--- src/rtl/levenshtein_pkg.sv ---
// levenshtein_pkg
//   Shared definitions for the accelerator's serial-SRAM path. It holds the
//   SPI opcodes of the 23LC1024-class SRAM, the "no device" chip-select code,
//   the responder FSM state type and a helper that builds the 40-bit SPI
//   frame {cmd, addr[23:0], data}.
package levenshtein_pkg;

  localparam int WB_DATA_WIDTH = 8;
  localparam int SPI_ADDR_BITS = 24;
  localparam int FRAME_BITS    = 40;

  localparam logic [7:0] SPI_CMD_READ  = 8'h03;
  localparam logic [7:0] SPI_CMD_WRITE = 8'h02;

  localparam logic [1:0] SRAM_CFG_NONE = 2'd3;

  typedef enum logic [1:0] {
    ST_IDLE  = 2'd0,
    ST_SHIFT = 2'd1,
    ST_DONE  = 2'd2
  } state_e;

  // Reads shift out a dummy zero byte while the SRAM returns its data byte.
  function automatic logic [FRAME_BITS-1:0] spi_frame(
    input logic                     we,
    input logic [SPI_ADDR_BITS-1:0] adr,
    input logic [WB_DATA_WIDTH-1:0] wdat
  );
    logic [7:0]               cmd;
    logic [WB_DATA_WIDTH-1:0] payload;
    cmd     = we ? SPI_CMD_WRITE : SPI_CMD_READ;
    payload = we ? wdat : '0;
    return {cmd, adr, payload};
  endfunction

endpackage

--- src/rtl/spi_sram_responder_shift_engine.sv ---
// spi_shift_engine
//   Serialises one 40-bit SPI mode-0 frame, MSB first, at clk_i/2.
//   Each bit takes two clk_i cycles: phase 0 drives sck low with the bit on
//   mosi, phase 1 drives sck high; at the end of phase 1 the shift register
//   advances and miso is captured (the SRAM changes miso on the falling edge,
//   so it is stable for the whole high phase).
//
// Ports
//   clk_i, rst_ni  clock, synchronous active-low reset (control only)
//   i_start        1-cycle pulse: load i_frame and begin shifting
//   i_frame        40-bit frame to transmit
//   o_busy         high from the cycle after i_start until the frame ends
//   o_done         high during the final sck-high cycle of the frame;
//                  o_rx_byte is valid in that same cycle
//   o_sck, o_mosi  registered SPI clock and data out
//   i_miso         serial data in
//   o_rx_byte      last 8 bits received, including the bit sampled this cycle
module spi_shift_engine
  import levenshtein_pkg::*;
(
  input  logic                  clk_i,
  input  logic                  rst_ni,
  input  logic                  i_start,
  input  logic [FRAME_BITS-1:0] i_frame,
  output logic                  o_busy,
  output logic                  o_done,
  output logic                  o_sck,
  output logic                  o_mosi,
  input  logic                  i_miso,
  output logic [7:0]            o_rx_byte
);

  logic                  r_busy;
  logic                  r_phase;
  logic [5:0]            r_bit;
  logic                  r_sck;
  logic                  r_mosi;
  logic [FRAME_BITS-1:0] r_shreg;
  // Only seven bits of history are kept: the eighth received bit is the
  // live miso value in the final cycle, so the byte can be handed to the
  // parent in the same cycle the frame ends.
  logic [6:0]            r_rx_hist;
  logic                  w_last;

  assign w_last = r_busy & r_phase & (r_bit == 6'(FRAME_BITS - 1));

  always_ff @(posedge clk_i) begin
    if (!rst_ni) begin
      r_busy  <= 1'b0;
      r_phase <= 1'b0;
      r_bit   <= '0;
      r_sck   <= 1'b0;
      r_mosi  <= 1'b0;
    end else if (i_start) begin
      r_busy  <= 1'b1;
      r_phase <= 1'b0;
      r_bit   <= '0;
      r_sck   <= 1'b0;
      r_mosi  <= i_frame[FRAME_BITS-1];
    end else if (r_busy) begin
      if (!r_phase) begin
        r_phase <= 1'b1;
        r_sck   <= 1'b1;
        r_mosi  <= r_shreg[FRAME_BITS-1];
      end else begin
        r_phase <= 1'b0;
        r_sck   <= 1'b0;
        if (w_last) begin
          r_busy <= 1'b0;
          r_bit  <= '0;
          r_mosi <= 1'b0;
        end else begin
          r_bit  <= r_bit + 6'd1;
          // Next bit is the one that moves into the MSB at this edge.
          r_mosi <= r_shreg[FRAME_BITS-2];
        end
      end
    end
  end

  always_ff @(posedge clk_i) begin
    if (i_start) begin
      r_shreg <= i_frame;
    end else if (r_busy && r_phase) begin
      r_shreg   <= {r_shreg[FRAME_BITS-2:0], 1'b0};
      r_rx_hist <= {r_rx_hist[5:0], i_miso};
    end
  end

  assign o_busy    = r_busy;
  assign o_done    = w_last;
  assign o_sck     = r_sck;
  assign o_mosi    = r_mosi;
  assign o_rx_byte = {r_rx_hist, i_miso};

endmodule

--- src/rtl/spi_sram_responder.sv ---
// spi_sram_responder
//   Wishbone byte slave that turns every access into one single-byte SPI
//   transaction on an external 23LC1024-class serial SRAM (SPI mode 0).
//   sram_config_i picks which chip select is driven; code 3 means no device
//   is fitted and the access is answered with a 1-cycle error.
//
//   Timeline for an accepted request sampled at edge E:
//     E      : request latched, frame built, engine start pulse registered
//     E+1    : chip select falls, first sck-low phase
//     E+81   : frame ends, chip select rises, ack registered
//     E+82   : back in IDLE, next request may be sampled
//
// Ports
//   clk_i, rst_ni      clock, synchronous active-low reset
//   wbs_cyc_i/stb_i    Wishbone cycle / strobe
//   wbs_adr_i          byte address (zero-extended/truncated to 24 bits)
//   wbs_we_i           write enable
//   wbs_dat_i          write data
//   wbs_ack_o          1-cycle acknowledge
//   wbs_err_o          1-cycle error (no device selected)
//   wbs_rty_o          tied low
//   wbs_dat_o          read data, valid while ack is high
//   sram_config_i      chip select index 0..2, 3 = none
//   spi_sck_o          SPI clock (clk_i/2 while a frame is active)
//   spi_mosi_o         SPI data out, MSB first
//   spi_miso_i         SPI data in
//   spi_cs_n_o         active-low chip selects
module spi_sram_responder
  import levenshtein_pkg::*;
#(
  parameter int ADDR_WIDTH = 24,
  parameter int NUM_CS     = 3
) (
  input  logic                     clk_i,
  input  logic                     rst_ni,
  input  logic                     wbs_cyc_i,
  input  logic                     wbs_stb_i,
  input  logic [ADDR_WIDTH-1:0]    wbs_adr_i,
  input  logic                     wbs_we_i,
  input  logic [WB_DATA_WIDTH-1:0] wbs_dat_i,
  output logic                     wbs_ack_o,
  output logic                     wbs_err_o,
  output logic                     wbs_rty_o,
  output logic [WB_DATA_WIDTH-1:0] wbs_dat_o,
  input  logic [1:0]               sram_config_i,
  output logic                     spi_sck_o,
  output logic                     spi_mosi_o,
  input  logic                     spi_miso_i,
  output logic [NUM_CS-1:0]        spi_cs_n_o
);

  state_e                   r_state;
  logic                     r_start;
  logic                     r_abort;
  logic                     r_ack;
  logic                     r_err;
  logic [WB_DATA_WIDTH-1:0] r_dat;
  logic [NUM_CS-1:0]        r_cs_n;
  logic                     r_we;
  logic [1:0]               r_cs_idx;
  logic [FRAME_BITS-1:0]    r_frame;

  logic [SPI_ADDR_BITS-1:0] w_adr24;
  logic                     w_req;
  logic                     w_accept;
  logic                     w_reject;
  logic [NUM_CS-1:0]        w_cs_n_sel;
  logic                     w_eng_busy;
  logic                     w_eng_done;
  logic [7:0]               w_rx_byte;

  // The SRAM always takes a 24-bit address regardless of bus width.
  generate
    if (ADDR_WIDTH >= SPI_ADDR_BITS) begin : g_adr_trunc
      assign w_adr24 = wbs_adr_i[SPI_ADDR_BITS-1:0];
    end else begin : g_adr_ext
      assign w_adr24 = {{(SPI_ADDR_BITS-ADDR_WIDTH){1'b0}}, wbs_adr_i};
    end
  endgenerate

  // The !ack/!err terms stop a master that still holds stb during its own
  // response cycle from being seen as a second request.
  assign w_req    = wbs_cyc_i & wbs_stb_i & ~r_ack & ~r_err;
  assign w_accept = (r_state == ST_IDLE) & w_req & (sram_config_i != SRAM_CFG_NONE);
  assign w_reject = (r_state == ST_IDLE) & w_req & (sram_config_i == SRAM_CFG_NONE);

  always_comb begin
    w_cs_n_sel = '1;
    for (int i = 0; i < NUM_CS; i++) begin
      if (r_cs_idx == 2'(i)) begin
        w_cs_n_sel[i] = 1'b0;
      end
    end
  end

  // Request attributes are frozen at acceptance so later bus or config
  // changes cannot disturb a frame in flight.
  always_ff @(posedge clk_i) begin
    if (w_accept) begin
      r_frame  <= spi_frame(wbs_we_i, w_adr24, wbs_dat_i);
      r_we     <= wbs_we_i;
      r_cs_idx <= sram_config_i;
    end
  end

  always_ff @(posedge clk_i) begin
    if (!rst_ni) begin
      r_state <= ST_IDLE;
      r_start <= 1'b0;
      r_abort <= 1'b0;
      r_ack   <= 1'b0;
      r_err   <= 1'b0;
      r_dat   <= '0;
      r_cs_n  <= '1;
    end else begin
      r_ack   <= 1'b0;
      r_err   <= 1'b0;
      r_start <= 1'b0;
      case (r_state)
        ST_IDLE: begin
          if (w_reject) begin
            r_err <= 1'b1;
          end else if (w_accept) begin
            r_start <= 1'b1;
            r_abort <= 1'b0;
            r_state <= ST_SHIFT;
          end
        end
        ST_SHIFT: begin
          // Chip select drops together with the engine's first sck-low phase.
          if (r_start) begin
            r_cs_n <= w_cs_n_sel;
          end
          // A master that walks away mid-frame still gets a complete SPI
          // frame (keeps the SRAM in sync) but no response.
          if (!wbs_cyc_i && (r_start || w_eng_busy)) begin
            r_abort <= 1'b1;
          end
          if (w_eng_done) begin
            r_cs_n  <= '1;
            r_state <= ST_DONE;
            if (!r_abort && wbs_cyc_i) begin
              r_ack <= 1'b1;
              if (!r_we) begin
                r_dat <= w_rx_byte;
              end
            end
          end
        end
        ST_DONE: begin
          r_state <= ST_IDLE;
        end
        default: begin
          r_state <= ST_IDLE;
        end
      endcase
    end
  end

  spi_shift_engine u_engine (
    .clk_i     (clk_i),
    .rst_ni    (rst_ni),
    .i_start   (r_start),
    .i_frame   (r_frame),
    .o_busy    (w_eng_busy),
    .o_done    (w_eng_done),
    .o_sck     (spi_sck_o),
    .o_mosi    (spi_mosi_o),
    .i_miso    (spi_miso_i),
    .o_rx_byte (w_rx_byte)
  );

  assign wbs_ack_o  = r_ack;
  assign wbs_err_o  = r_err;
  assign wbs_rty_o  = 1'b0;
  assign wbs_dat_o  = r_dat;
  assign spi_cs_n_o = r_cs_n;

endmodule

--- config.mk ---
export PLATFORM = sky130hd
export DESIGN_NAME = spi_sram_responder
export DESIGN_NICKNAME = d
export VERILOG_FILES = /design/src/rtl/levenshtein_pkg.sv /design/src/rtl/spi_sram_responder_shift_engine.sv /design/src/rtl/spi_sram_responder.sv
export SDC_FILE = /design/constraint.sdc
export NUM_CORES = 1
export LEC_CHECK = 0
export ABC_AREA = 1
export CAP_MARGIN = 20
export CORE_MARGIN = 2
export CORE_UTILIZATION = 57
export CTS_BUF_LIST = sky130_fd_sc_hd__clkbuf_4 sky130_fd_sc_hd__clkbuf_8
export CTS_CLUSTER_DIAMETER = 120
export DETAILED_ROUTE_END_ITERATION = 7
export PLACE_DENSITY = 0.82
export SYNTH_ARGS = -nofsm -noshare
export SYNTH_HDL_FRONTEND = slang
export SYNTH_HIERARCHICAL = 1
export SYNTH_SLANG_ARGS = --single-unit
--- constraint.sdc ---
create_clock -name clk_i -period 2.25 [get_ports clk_i]
set_input_delay 0.225 -clock clk_i [delete_from_list [all_inputs] [get_ports clk_i]]
set_output_delay 0.225 -clock clk_i [all_outputs]
set_load 0.01 [all_outputs]
==> summary.md <==
| Metric | Value |
|---|---|
| Die Wd | `89.9 um` |
| Relative slew slack | `59.0%` |
| Number of diodes | `0` |
| Sequential share of the synthesized area | `71.6%` |
| Io pins | `56` |
| Via count | `2709` |
| Crit path max fanout | `6` |
| Pre-antenna DRT Iters | `4` |
| Worst Path Required | `2500 ps` |
| LEAKAGE | `2.12 nW` |
| Outcome | `finished clean` |
| CP peak stage delay | `410 ps` |
| WL final | `7020 um` |
| Synth top area share | `59.3%` |
| RSZ-0062 raised after global routing | `no` |
| Gr usage total | `18.9%` |
| WHS Endpoint | `r_frame[13]` |
| Placed cells | `531` |
| DRT antenna net count | `0` |
| Routability cong. | `0.752` |
| CP Class | `flip-flop to flip-flop` |
| R2R cell count | `8` |
| Initial Utilization | `58.3%` |
| Die area | `8080 sq um` |
| Clk network pwr share | `35.1%` |
| Synth area leader | `edfxtp_1` |
| PD cells | `737 nW/um^2` |
| Largest net degree at the start of global routing | `40` |
| Post-CTS setup buffer count | `0` |
| First-iteration detailed-routing DRC count | `192` |
| Die H | `89.9 um` |
| Met1 WL | `2960 um` |
| Final slew viol count | `0` |
| Critical path launch point type | `flip-flop` |
| Vias per Instance | `4.95` |
| Skew final | `13.0 ps` |
| Fin crit share | `77.1%` |
| PostCTS Resize Cnt | `0` |
| Yosys synthesis warning count | `6` |
| Share of post-route cells with drive strength above 1 | `6.92%` |
| NetSw | `0.806 mW` |
| Internal Pwr Total | `2.97 mW` |
| Worst r2r dst | `spi_cs_n_o[0]` |
| CTS Root Cell | `clkbuf_8` |
| Max-cap violation count | `0` |
| Clock slew at reported path FFs | `110 ps` |
| Switching fraction of total power | `21.4%` |
| Worst-Margin Slew | `612 ps` |
| Final setup viols | `0` |
| Hold buffers post-CTS | `0` |
| Most frequent cells in the layout | `nand2_1 (148), edfxtp_1 (83), clkdlybuf4s50_1 (54)` |
| Hold Path Origin | `wbs_adr_i[5]` |
| # nets final | `484` |
| DR WL met2 | `3670 um` |
| Vias in the first global route | `2661` |
| Final Hold Viols | `0` |
| Worst hold stages | `1` |
| Post-Syn Instances | `381` |
| Critical-path cell list | `ha_1 > nand2_1 > nor2_1 > nand2_2 > inv_1 > o21ai_1 > a21oi_1 > o21ai_0` |
| Reg2Reg Launch Point | `u_engine/r_bit[0]` |
| Commonest non-fill, non-tap cell in the layout | `nand2_1` |
| Inserted Clock Buffers | `9` |
| Fillers | `512` |
| Fmax | `576 MHz` |
| Clock Tree Buf Depth | `2` |
| Area growth, synth to finish | `21.7%` |
| Reg2Reg Setup Slack | `510 ps` |
| First-pass GRT wire length | `12100 um` |
| Count of unique library cells instantiated by Yosys | `31` |
| Synth Register Bits | `109` |
| Comb pwr share | `5.5%` |
| H-tree levels | `3` |
| Core area | `7210 sq um` |
| CTS sink cnt | `109` |
| # rows | `31` |
| VDD IR max | `0.000374 V` |
| WL met3 | `249 um` |
| Antenna violations before repair | `0` |
| Gr ovfl total | `0` |
| Sum of negative setup slack | `0 ps` |
| Dpl hpwl | `4730 um` |
| Final cell count without fillers | `547` |
| # DRC | `0` |
| Highest Signal Layer | `met4` |
| Synth area leaders | `edfxtp_1 (59%), nand2_1 (13%), dfxtp_1 (12%), inv_1 (2.6%), nor2_1 (2.3%)` |
| Crit-path slowest cell | `dfxtp_1` |
| CTS tree | `yes` |
| Avg Cell Area, Syn | `11.0 sq um` |
| Port Buffer Count | `54` |
| CP Capture Type | `flip-flop` |
| WL/cell | `12.8 um` |
| Post-Syn Area | `4210 sq um` |
| Period minus WS final | `1740 ps` |
| Critical path arrival | `1990 ps` |
| Type of the most critical hold path | `primary input to flip-flop` |
| Flop pwr share | `59.4%` |
| Worst-Skew Late Latency | `370 ps` |
registers in the layout, summed over array words and instances, names as in the netlist, 2 cells and up:
register and cells:
r_cs_idx 2, r_frame 33, r_state 2, spi_cs_n_o 3, u_engine/r_bit 6, u_engine/r_rx_hist 7, u_engine/r_shreg 40, wbs_dat_o 8
through the flow:
stage / utilization [%] / cell area [sq um] / power, mW / hold WS, ps / worst slack, ps
final: 70.9 / 5120 / 3.77 / 407 / 514
after global routing: 70.9 / 5120 / 3.91 / 386 / 332
after CTS: 70.9 / 5120 / 3.80 / 388 / 550
after detailed placement: 67.8 / 4890 / 2.50 / 445 / 458
after global placement: 67.8 / 4890 / 2.48 / 437 / 510
after floorplan: - / 4230 / 2.38 / 324 / 240
area by class of cell:
| class | count | area (sq um) | area share [%] |
|---|---|---|---|
| flip-flops and latches | 109 | 3010 | 58.9 |
| inverters | 30 | 114 | 2.22 |
| repair buffers | 58 | 596 | 11.6 |
| clock inverters | 7 | 105 | 2.05 |
| clock buffers | 9 | 124 | 2.42 |
| well taps | 99 | 124 | 2.42 |
| multi-input cells | 235 | 1040 | 20.4 |
cell usage after synthesis:
cell,count
nand3_1,4
clkbuf_1,6
o21ai_1,4
inv_1,29
ha_1,1
o211ai_1,1
a211oi_1,1
o21ai_0,9
nor3_1,11
a21boi_0,1
nor2_2,1
nor3b_1,1
and3_1,1
clkinv_2,1
nand2_1,149
a21oi_1,6
nand4_1,1
conb_1,2
nand2_2,2
nor3_4,1
nor2_8,1
edfxtp_1,83
buf_4,2
o211a_1,1
nor2_1,26
dfxtp_1,26
nor2_4,1
nand2_4,2
buf_2,5
nand3b_4,1
xor2_1,1
metal layers:
layer,vias up,global-route usage [%]
met2,59,31.3
li1,1356,-
met4,0,10.0
met3,12,3.77
met1,1282,23.8
met5,-,0
worst max-delay path, delay by kind of cell (launching register included):
| family | cells | cell delay [ps] |
|---|---|---|
| AOI/OAI and AO/OA | 3 | 460 |
| adders and majority gates | 1 | 200 |
| DFF | 1 | 410 |
| buffers and inverters | 1 | 210 |
| and+or+nand+nor | 3 | 350 |
how the worst max path moves through the flow:
stage / start / endpoint / slack [ps] / cells past startpoint
floorplan: r_start / u_engine/r_shreg[0] / 240 / 4
global placement: wbs_cyc_i / r_frame[19] / 510 / 6
detailed placement: wbs_cyc_i / r_frame[16] / 460 / 6
CTS: u_engine/r_bit[0] / spi_cs_n_o[0] / 550 / 8
global route: u_engine/r_bit[0] / spi_cs_n_o[0] / 330 / 8
finish: u_engine/r_bit[0] / spi_cs_n_o[0] / 510 / 8
power by group through the flow:
stage	Combinational, mW	Sequential (mW)	Clock, mW
after floorplan	0.101	2.28	0
after detailed placement	0.208	2.29	0
final	0.206	2.24	1.32
after global routing	0.233	2.25	1.43
after global placement	0.199	2.28	0
after CTS	0.209	2.24	1.35
logic make-up (layout without fill, tap and decap cells):
family                   after synthesis  in the layout  synth area share (%)
AO/OA/AOI/OAI                         23             23                  3.03
XOR/XNOR                               1              1                 0.208
adder cells (fa/ha/maj)                1              1                 0.297
buffers and inverters                 43            104                  4.19
flip-flops                           109            109                  71.6
other                                  2              8                 0.179
AND/OR/NAND/NOR                      202            202                  20.5
(Power assumes the default switching activity.)
